### config.mk
export PLATFORM = sky130hd
export DESIGN_NAME = ntt_intt_op_scheduler
export DESIGN_NICKNAME = d
export VERILOG_FILES = /design/src/rtl/ntt_intt_op_scheduler.sv
export SDC_FILE = /design/constraint.sdc
export NUM_CORES = 1
export LEC_CHECK = 0
export CAP_MARGIN = 20
export CORE_UTILIZATION = 38
export DETAILED_ROUTE_END_ITERATION = 10
export PLACE_DENSITY = 0.79
export REMOVE_ABC_BUFFERS = 1
export SYNTH_ARGS = -nofsm -noshare
export SYNTH_HDL_FRONTEND = slang
export SYNTH_SLANG_ARGS = --single-unit
export TNS_END_PERCENT = 100
### constraint.sdc
create_clock -name clk_i -period 1.6 [get_ports clk_i]
set_input_delay 0.16 -clock clk_i [delete_from_list [all_inputs] [get_ports clk_i]]
set_output_delay 0.16 -clock clk_i [all_outputs]
set_load 0.02 [all_outputs]
### src/rtl/ntt_intt_op_scheduler.sv
// Round-robin scheduler sharing one NTT/INTT core between NUM_REQ requesters.
// Optional WAIT-state watchdog is compiled in with NTT_SCHED_TIMEOUT_EN.
module ntt_intt_op_scheduler #(
  parameter int NUM_REQ        = 2,
  parameter int ADDR_W         = 12,
  parameter int TIMEOUT_CYCLES = 4096,
  localparam int OWN_W         = (NUM_REQ > 1) ? $clog2(NUM_REQ) : 1
) (
  input  logic                      clk_i,
  input  logic                      rst_i,
  input  logic [NUM_REQ-1:0]        cmd_valid_i,
  output logic [NUM_REQ-1:0]        cmd_ready_o,
  input  logic [2*NUM_REQ-1:0]      cmd_op_i,
  input  logic [ADDR_W*NUM_REQ-1:0] cmd_base_i,
  output logic                      core_start_o,
  output logic [1:0]                core_op_o,
  output logic [ADDR_W-1:0]         core_base_o,
  input  logic                      core_done_i,
  output logic [NUM_REQ-1:0]        cmpl_valid_o,
  output logic                      cmpl_err_o,
  output logic                      busy_o,
  output logic [OWN_W-1:0]          owner_o,
  input  logic                      intr_en_i,
  input  logic                      intr_clr_i,
  output logic                      intr_o
);

  typedef enum logic [1:0] {S_IDLE, S_START, S_WAIT, S_CMPL} state_t;

  localparam logic [1:0] OP_RSVD = 2'b11;

  state_t              state_q, state_d;
  logic [OWN_W-1:0]    rr_q, owner_q, win, idx;
  logic                win_vld, accept, tmo_hit, err_q, intr_q;
  logic [1:0]          op_q;
  logic [ADDR_W-1:0]   base_q;
  logic [1:0]          op_arr   [NUM_REQ];
  logic [ADDR_W-1:0]   base_arr [NUM_REQ];

  for (genvar g = 0; g < NUM_REQ; g++) begin : g_unpack
    assign op_arr[g]   = cmd_op_i[2*g +: 2];
    assign base_arr[g] = cmd_base_i[ADDR_W*g +: ADDR_W];
  end

  // Search starts at rr and wraps, so the last owner has lowest priority next.
  always_comb begin
    // NOTE: every combinational output gets a default first so no latch is inferred.
    win     = '0;
    win_vld = 1'b0;
    idx     = '0;
    for (int k = 0; k < NUM_REQ; k++) begin
      idx = OWN_W'((int'(rr_q) + k) % NUM_REQ);
      if (!win_vld && cmd_valid_i[idx]) begin
        win     = idx;
        win_vld = 1'b1;
      end
    end
  end

  assign accept = (state_q == S_IDLE) && win_vld;

`ifdef NTT_SCHED_TIMEOUT_EN
  logic [31:0] tmo_cnt_q;

  // Counter reads n-1 in the n-th WAIT cycle; the TIMEOUT_CYCLES-th cycle gives up.
  assign tmo_hit = (state_q == S_WAIT) && (tmo_cnt_q == 32'(TIMEOUT_CYCLES - 1));

  always_ff @(posedge clk_i or posedge rst_i) begin
    if (rst_i)                   tmo_cnt_q <= '0;
    else if (state_q == S_START) tmo_cnt_q <= '0;
    else if (state_q == S_WAIT)  tmo_cnt_q <= tmo_cnt_q + 32'd1;
  end
`else
  assign tmo_hit = 1'b0;
`endif

  always_comb begin
    state_d = state_q;
    unique case (state_q)
      S_IDLE:  if (win_vld) state_d = (op_arr[win] == OP_RSVD) ? S_CMPL : S_START;
      S_START: state_d = S_WAIT;
      S_WAIT:  if (core_done_i || tmo_hit) state_d = S_CMPL;
      S_CMPL:  state_d = S_IDLE;
      default: state_d = S_IDLE;
    endcase
  end

  // NOTE: sequential state uses non-blocking assignments so all registers update together.
  always_ff @(posedge clk_i or posedge rst_i) begin
    if (rst_i) begin
      state_q <= S_IDLE;
      rr_q    <= '0;
      owner_q <= '0;
      op_q    <= '0;
      base_q  <= '0;
      err_q   <= 1'b0;
      intr_q  <= 1'b0;
    end else begin
      state_q <= state_d;
      if (accept) begin
        owner_q <= win;
        op_q    <= op_arr[win];
        base_q  <= base_arr[win];
        err_q   <= (op_arr[win] == OP_RSVD);
      end
      if (state_q == S_WAIT) begin
        if (core_done_i)  err_q <= 1'b0;
        else if (tmo_hit) err_q <= 1'b1;
      end
      if (state_q == S_CMPL) rr_q <= OWN_W'((int'(owner_q) + 1) % NUM_REQ);
      // Set has priority over clear so a completion is never lost.
      if ((state_q == S_CMPL) && intr_en_i) intr_q <= 1'b1;
      else if (intr_clr_i)                  intr_q <= 1'b0;
    end
  end

  // Ready is held low while reset is asserted so no handshake can occur during it.
  always_comb begin
    cmd_ready_o = '0;
    if (accept && !rst_i) cmd_ready_o[win] = 1'b1;
  end

  always_comb begin
    cmpl_valid_o = '0;
    if (state_q == S_CMPL) cmpl_valid_o[owner_q] = 1'b1;
  end

  assign cmpl_err_o   = (state_q == S_CMPL) && err_q;
  assign core_start_o = (state_q == S_START);
  assign core_op_o    = op_q;
  assign core_base_o  = base_q;
  assign busy_o       = (state_q != S_IDLE);
  assign owner_o      = owner_q;
  assign intr_o       = intr_q;

endmodule
==> results_dict.tcl <==
set metrics [dict create \
    status "complete, no violations" \
    antenna_left 0 \
    drive_gt1_share_pct 15.9 \
    drv_slew 0 \
    dp_cells 196 \
    cellLeakagePower_nw 0.828 \
    drt-pass1-iter-count 4 \
    cts_hold_buf 0 \
    start_util_pct 41.5 \
    finalHoldViolCount 0 \
    drtIter0Drc 7 \
    antenna_found_initial 0 \
    seq_area_frac_synth_pct 47.4 \
    io_buffers 57 \
    ys_ff_latch 20 \
    finalCritPeriodShare_pct 94.4 \
    h-tree-depth 1 \
    power_density_nw_per_um2 1720 \
    synth_area_sq_um 1060 \
    wl_met3_um 246 \
    post-place-ws_ns -0.243 \
    crit_fanout 5 \
    finClkSkew_ns 0.00127 \
    instances_no_fill 200 \
    totalWireLength_um 2480 \
    synthDistinctLibCells 24 \
    rr_worst_depth 6 \
    globalRouteOverflowTotal 0 \
    grt_pass1_vias 976 \
    r2r-start "state_q[1]" \
    clk_pin_slew_worst_paths_ns 0.11 \
    wl_met1_um 970 \
    rows 18 \
    die_y_um 54.7 \
    dr_wl_met2_um 1240 \
    min_period_ns 1.51 \
    track_usage_pct 18.0 \
    power_mw 3.00 \
    postPlaceCellArea_sq_um 1700 \
    die-area_sq_um 2990 \
    dp_hpwl_um 2000 \
    cts_buffer_depth 2 \
    ios 58 \
    cp.arrival_ns 1.35 \
    setup_ws_ns 0.0896 \
    worstSetupPathType "reg -> out" \
    clkSinkCount 20 \
    num_vias 967 \
    yosysWarnings 0 \
    avgRoutedWirePerCell_um 12.4 \
    cts_tree "built" \
    peakVddDrop_v 0.00126 \
    tightest_slew_ns 0.296 \
    postSynthCellCount 104 \
    final_core_util_pct 68.3 \
    diodes 0 \
    design.core.area_sq_um 2540 \
    place_congestion 0.683 \
    grt_max_degree 32 \
    slew_headroom_pct 80.2 \
    holdWs_ns 0.137 \
    root_buffer "clkbuf_4" \
    nets 211 \
    reg2reg_slack_ns 0.10 \
    slowest_delay_ns 0.39 \
    top_layer_used "met4" \
    cp-start-kind "register" \
    vias_per_cell 4.84 \
    worst_hold_path_type "in -> async" \
    syn_area_per_cell_sq_um 10.2 \
    drc 0 \
    fillers 212 \
    tns_ns 0 \
    clk_latency_ns 0.29 \
    end_kind "primary output" \
    crit_chain "buf_4 > ha_2 > and2_1 > buf_2" \
    cp.required_ns 1.44 \
    setup_violations 0 \
    cp_slowest_cell "dfrtp_1" \
    grt_pass1_wl_um 3850 \
    rsz0062_at_grt "no" \
    rr_endpoint "state_q[1]" \
    numCtsBuffers 3 \
    syn_to_final_growth_pct 64.6 \
    fmax_ghz 0.662 \
    fin_area_sq_um 1740 \
    die_w_um 54.7 \
    max_cap_violations 0 \
]
[registers in the layout (all words and copies together) (netlist names)]
signal,count
core_base_o,12
core_op_o,2
state_q,2
err_q,1
intr_o,1
owner_o,1
rr_q,1
[worst max path at each step]
| stage | end | slack (ns) | cells after the start | startpoint |
|---|---|---|---|---|
| 2_1_floorplan | err_q | -0.20 | 5 | state_q[0] |
| 3_3_place_gp | cmd_ready_o[0] | -0.18 | 5 | cmd_valid_i[0] |
| 3_5_place_dp | cmd_ready_o[0] | -0.24 | 5 | cmd_valid_i[0] |
| 4_1_cts | busy_o | 0.006 | 5 | state_q[1] |
| 5_1_grt | cmd_ready_o[1] | 0.01 | 5 | state_q[0] |
| 6_report | cmpl_valid_o[1] | 0.09 | 4 | state_q[0] |
[synth_stat cells (all sizes together)]
master	count	share of area, %
nand2	18	6.4
o21a	1	0.71
ha	5	5.9
dfrtp	20	47
nor2	2	0.71
nor3	1	0.47
mux2i	16	15
a21oi	1	0.47
a22oi	1	0.71
clkbuf	1	0.36
nor2b	1	0.59
and2	2	1.2
inv	8	2.8
nand2b	1	0.59
o21ai	18	8.9
o32a	1	0.95
buf	4	3.9
a31o	1	0.83
nor3b	2	1.9
[timing repair]
action,4_1_cts,5_1_grt
buffers inserted,0,0
gates resized for setup,25,7
setup endpoints to repair,7,5
[power by group]
| group | switching, mW | internal, mW |
|---|---|---|
| sequential | 0.135 | 0.751 |
| clock | 0.151 | 0.253 |
| combinational | 0.867 | 0.839 |
| total | 1.15 | 1.84 |
[metal layers]
layer | track usage (%) | vias to the layer above
met3 | 5.56 | 4
met4 | 5.56 | 0
met1 | 18.8 | 435
li1 | - | 481
met2 | 33.5 | 47
met5 | 0 | -
[kinds of logic after synthesis]
family / share of synthesized area [%]
flops: 47.4
simple gates: 11.8
buf+inv: 7.11
mux: 15.2
compound gates: 12.6
fa+ha+maj: 5.92
[cells in the final DEF (no fill, tap or decap), drive strengths merged]
master | netlist | routed
clkbuf | 1 | 5
nor3b | 2 | 2
nand2 | 18 | 18
nor3 | 1 | 1
inv | 8 | 8
o21ai | 18 | 18
mux2i | 16 | 16
bufinv | 0 | 1
nor2 | 2 | 2
nor2b | 1 | 1
a22oi | 1 | 1
o32a | 1 | 1
dfrtp | 20 | 20
o21a | 1 | 1
ha | 5 | 5
a31o | 1 | 1
buf | 4 | 15
clkdlybuf4s50 | 0 | 50
nand2b | 1 | 1
and2 | 2 | 2
a21oi | 1 | 1
[final cells by class]
type	count	area [sq um]	area share (%)
inverter	8	30.0	1.73
multi-input combinational	71	504	29.0
timing repair buffer	67	613	35.3
sequential	20	500	28.8
clock buffer	3	22.5	1.30
clock inverter	1	30.0	1.73
tap	30	37.5	2.16
[critical path, delay by kind of cell (launching register included)]
family / cells / cell delay (ns)
adder cells (fa/ha/maj): 1 / 0.21
buffers and inverters: 2 / 0.30
flip-flops: 1 / 0.39
AND/OR/NAND/NOR: 1 / 0.15
(Power assumes the default switching activity.)
